<file path="src/rtl/fifo_burst_reader.sv">
// rtl/fifo_burst_reader.sv - show-ahead FIFO reader emitting fixed-length bursts or timed single-word flushes
module fifo_burst_reader #(
    parameter int DATA_W    = 4,
    parameter int BURST_LEN = 4,
    parameter int TIMEOUT   = 16
) (
    input  logic              clk,
    input  logic              rstn,
    input  logic              i_en,
    input  logic              i_empty,
    input  logic              i_alm_empty,
    input  logic [DATA_W-1:0] i_rddata,
    output logic              o_rden,
    output logic              o_valid,
    output logic [DATA_W-1:0] o_data,
    output logic              o_last,
    input  logic              i_ready,
    output logic              o_busy
);

    localparam int BW = $clog2(BURST_LEN + 1);
    localparam int TW = $clog2(TIMEOUT + 1);

    localparam logic [1:0] S_IDLE  = 2'd0;
    localparam logic [1:0] S_BURST = 2'd1;
    localparam logic [1:0] S_FLUSH = 2'd2;

    logic [1:0]        state;
    logic [BW-1:0]     beats_left;
    logic [TW-1:0]     tmo_cnt;
    logic [1:0]        occ;
    logic [DATA_W-1:0] buf0_data;
    logic [DATA_W-1:0] buf1_data;
    logic              buf0_last;
    logic              buf1_last;

    logic push;
    logic pop;
    logic push_last;
    logic tmo_inc;

    // Reads are gated by registered occupancy only, so i_ready never reaches o_rden.
    assign o_rden    = ((state == S_BURST) || (state == S_FLUSH)) && (beats_left != '0)
                       && !i_empty && (occ != 2'd2);
    assign push      = o_rden;
    assign pop       = (occ != 2'd0) && i_ready;
    assign push_last = (beats_left == BW'(1));
    assign tmo_inc   = i_en && !i_empty && i_alm_empty;

    assign o_valid = (occ != 2'd0);
    assign o_data  = buf0_data;
    assign o_last  = buf0_last;
    assign o_busy  = (state != S_IDLE);

    // Burst/flush sequencing: count beats out, and age partial FIFO contents while idle.
    always_ff @(posedge clk or negedge rstn) begin
        if (!rstn) begin
            state      <= S_IDLE;
            beats_left <= '0;
            tmo_cnt    <= '0;
        end else begin
            case (state)
                S_IDLE: begin
                    if (i_en && !i_alm_empty) begin
                        state      <= S_BURST;
                        beats_left <= BW'(BURST_LEN);
                        tmo_cnt    <= '0;
                    end else if (tmo_inc) begin
                        if (tmo_cnt == TW'(TIMEOUT - 1)) begin
                            state      <= S_FLUSH;
                            beats_left <= BW'(1);
                            tmo_cnt    <= '0;
                        end else begin
                            tmo_cnt <= tmo_cnt + TW'(1);
                        end
                    end else begin
                        tmo_cnt <= '0;
                    end
                end
                S_BURST, S_FLUSH: begin
                    if (o_rden) begin
                        beats_left <= beats_left - BW'(1);
                        if (beats_left == BW'(1)) begin
                            state <= S_IDLE;
                        end
                    end
                end
                default: state <= S_IDLE;
            endcase
        end
    end

    // Two-entry skid buffer; buf0 is the head presented downstream.
    always_ff @(posedge clk or negedge rstn) begin
        if (!rstn) begin
            occ       <= 2'd0;
            buf0_data <= '0;
            buf0_last <= 1'b0;
            buf1_data <= '0;
            buf1_last <= 1'b0;
        end else begin
            case ({push, pop})
                2'b10: begin
                    if (occ == 2'd0) begin
                        buf0_data <= i_rddata;
                        buf0_last <= push_last;
                    end else begin
                        buf1_data <= i_rddata;
                        buf1_last <= push_last;
                    end
                    occ <= occ + 2'd1;
                end
                2'b01: begin
                    buf0_data <= buf1_data;
                    buf0_last <= buf1_last;
                    occ       <= occ - 2'd1;
                end
                2'b11: begin
                    // push needs occ<2 and pop needs occ>0, so occ is 1: replace the head in place
                    buf0_data <= i_rddata;
                    buf0_last <= push_last;
                end
                default: begin
                end
            endcase
        end
    end

endmodule

</file>
<file path="config.mk">
export PLATFORM = sky130hd
export DESIGN_NAME = fifo_burst_reader
export DESIGN_NICKNAME = d
export VERILOG_FILES = /design/src/rtl/fifo_burst_reader.sv
export SDC_FILE = /design/constraint.sdc
export NUM_CORES = 1
export LEC_CHECK = 0
export BUFFER_PORTS_ARGS = -buffer_cell sky130_fd_sc_hd__buf_4
export CAP_MARGIN = 20
export CORE_ASPECT_RATIO = 0.6
export CORE_MARGIN = 5
export CORE_UTILIZATION = 55
export DETAILED_ROUTE_END_ITERATION = 12
export PLACE_DENSITY = 0.77
export SLEW_MARGIN = 20
export SYNTH_ARGS = -nofsm -noshare
export SYNTH_HDL_FRONTEND = slang
export SYNTH_SLANG_ARGS = --single-unit
</file>
<file path="constraint.sdc">
create_clock -name clk -period 3.1 [get_ports clk]
set_input_delay 0.62 -clock clk [delete_from_list [all_inputs] [get_ports clk]]
set_output_delay 0.62 -clock clk [all_outputs]
set_load 0.03 [all_outputs]
</file>
==> results.md <==
- FF+latch area: 551 um^2
- Die height: 46.8 um
- CTS clk-pin slew, worst paths: 0.08 ns
- RSZ-0062 raised after global routing: no
- First-pass GRT wire length: 4.08 mm
- Tightest Pin Transition: 0.393 ns
- I/O Pins: 18
- Max Slew Vio Count: 0
- # setup viols final: 0
- Sink Count: 22
- Initial antenna violation count: 0
- Placed cell count: 154
- Fin area: 1460 um^2
- Share of cells above drive strength 1: 0.305
- Period utilisation layout: 0.816
- Post-synth EDFFs: 0
- H-Tree Level Count: 1
- Kind of critical path: register to output port
- Status: completed
- Fmax: 395 MHz
- Area grow syn2layout: 17.5%
- WP buf/inv: 3
- Post-synthesis cell count: 108
- CTS Root Cell: clkbuf_8
- Setup crit end kind: output port
- Die Area: 3340 um^2
- CORE AREA: 2160 um^2
- Syn Area/Cell: 11.5 um^2
- Register bit total from synthesis: 22
- Port buffer count: 17
- IR Drop Worst-Case VDD: 0.657 mV
- Chip width: 71.3 um
- Drt wl/cell: 14.9 um
- Routed Wire Length: 2.36 mm
- Post-DP HPWL: 1.85 mm
- Gp weighted congestion: 0.794
- PD cells: 979 nW/um^2
- Crit-path cells: inv_1, ha_1, inv_2, nor4_4, buf_4
- Pin count of the biggest net entering global routing: 23
- Top post-synthesis cells by area: dfrtp_1 44%, ha_1 8.1%, mux2_4 6.1%, mux2_1 4.5%, mux2_2 3.6%
- Layout net count: 147
- Worst-Skew Late Latency: 0.26 ns
- R2R Setup Slk: 0.58 ns
- Drt drc: 0
- Top cell type's share of synthesized area: 0.444
- Vias in the first global route: 855
- WP data arrival: 1.91 ns
- Synth warn: 0
- # diodes: 0
- Post-Syn Area: 1240 um^2
- Post-CTS Resized: 0
- Leak: 0.000693 uW
- CP Max Fanout: 8
- Maximum clock path buffer count: 2
- Filler cells: 169
- Unique masters post-synth: 37
- DR vias/cell: 5.47
- CTS tree: built
- CTS buffer count: 3
- Initial DRC count: 30
- Ys async rst share: 1.00
- Via Count: 864
- Final ANT Viol Nets: 0
- GRT Util Overall: 0.166
- Top-count cell post-synth: dfrtp_1
- Top delay family on crit path: adder cells
- CP required: 2.48 ns
- Leading area contributor after synthesis: dfrtp_1
- Worst Hold Class: input pin to asynchronous set/reset pin
- Primary FF master, synth: dfrtp_1
- CP max stage cell: ha_1
- Min Tclk post-route: 2.53 ns
- Max-cap violations: 0
- Syn Nets: 126
- Startpoint Class: register
- Multi-input logic area: 644 um^2
- Number of core rows: 13
- Worst Skew: 0.00231 ns
- Final std cells w/o fill: 158
- Remaining global-route overflow: 0
- Final hold violation count: 0
- Worst R2R Path Depth: 8
- Total power: 1430 uW
- Slew margin rel.: 0.735
- Placed instance area: 1400 um^2
- Post-Route Setup TNS: 0 ns
- DR pass1 iterations: 4
- Levels on crit path: 5
- Initial Util: 0.573
- Slowest stage delay, CP: 0.45 ns
- Register area share after synthesis: 0.444
- Post-CTS setup buffers: 0
- Commonest cells post-synth: 22 x dfrtp_1, 8 x ha_1, 8 x inv_1
- Post-CTS Hold Buffers: 0
==> sequential cells by signal, summed over array words and instances (netlist names) <==
signal      count
o_last          1
o_data          4
buf1_data       4
occ             2
tmo_cnt         5
buf1_last       1
state           2
beats_left      3
==> routing by layer <==
layer	wire length, um	share of wire	track usage
met5	0	0	0
met4	29	0.012	0.0562
met3	115	0.049	0.0470
met2	1060	0.45	0.292
met1	1150	0.49	0.203
==> cells by family (layout without fill, tap and decap cells) <==
group / count (synthesis) / count (layout) / synth area share
and+or+nand+nor: 25 / 25 / 0.123
DFF: 22 / 22 / 0.444
AOI/OAI and AO/OA: 21 / 21 / 0.128
muxes: 17 / 17 / 0.166
buffers and inverters: 12 / 32 / 0.0363
adders and majority gates: 8 / 8 / 0.0807
xor gates and xnor gates: 3 / 3 / 0.0212
==> worst paths after layout <==
path                            from            end
setup / recovery            state[0]         o_rden
hold / removal                  rstn     tmo_cnt[1]
setup reg to reg            state[0]      o_data[3]
hold reg to reg            buf1_last      buf1_last
max in group asynchronous       rstn  beats_left[2]
min in group clk           buf1_last      buf1_last
==> placed cells by master, fill, tap and decap left out, drive strengths merged <==
cell type / count
a21boi: 1
a21o: 1
a21oi: 5
a31oi: 1
and3: 1
and4b: 1
buf: 17
clkbuf: 4
dfrtp: 22
ha: 8
inv: 11
mux2: 14
mux2i: 3
nand2: 7
nand2b: 3
nand3: 2
nand3b: 1
nor2: 4
nor2b: 2
nor3: 1
nor3b: 1
nor4: 1
o2111ai: 1
o21ai: 7
o2bb2ai: 2
o311ai: 1
o31ai: 1
o41ai: 1
or2b: 1
xnor2: 2
xor2: 1
==> metrics by stage <==
| stage | setup slack (ns) | hold slack (ns) | utilization |
|---|---|---|---|
| floorplan | 0.479 | 0.324 | - |
| global placement | 0.714 | 0.465 | 0.648 |
| detailed placement | 0.609 | 0.475 | 0.648 |
| CTS | 0.586 | 0.240 | 0.673 |
| global route | 0.427 | 0.246 | 0.673 |
| finish | 0.571 | 0.230 | 0.673 |
==> power by group <==
group          internal (uW)  total [uW]  switching (uW)
clock network            113         205            92.3
logic                    336         748             412
registers                397         472            75.3
==> area by class of cell <==
type	instances	area share
clock buffer	4	0.0378
inverter	11	0.0284
multi-input combinational	74	0.442
sequential	22	0.378
tap	30	0.0258
timing repair buffer	17	0.0876
==> worst reg2reg max path, stage by stage, from the launching register on <==
cell and delay (ns):
dfrtp_1 0.38, inv_1 0.07, ha_1 0.45, inv_2 0.09, nor4_4 0.41, inv_1 0.10
ha_1 0.32, mux2_2 0.32, mux2_4 0.27
(Power assumes the default switching activity.)
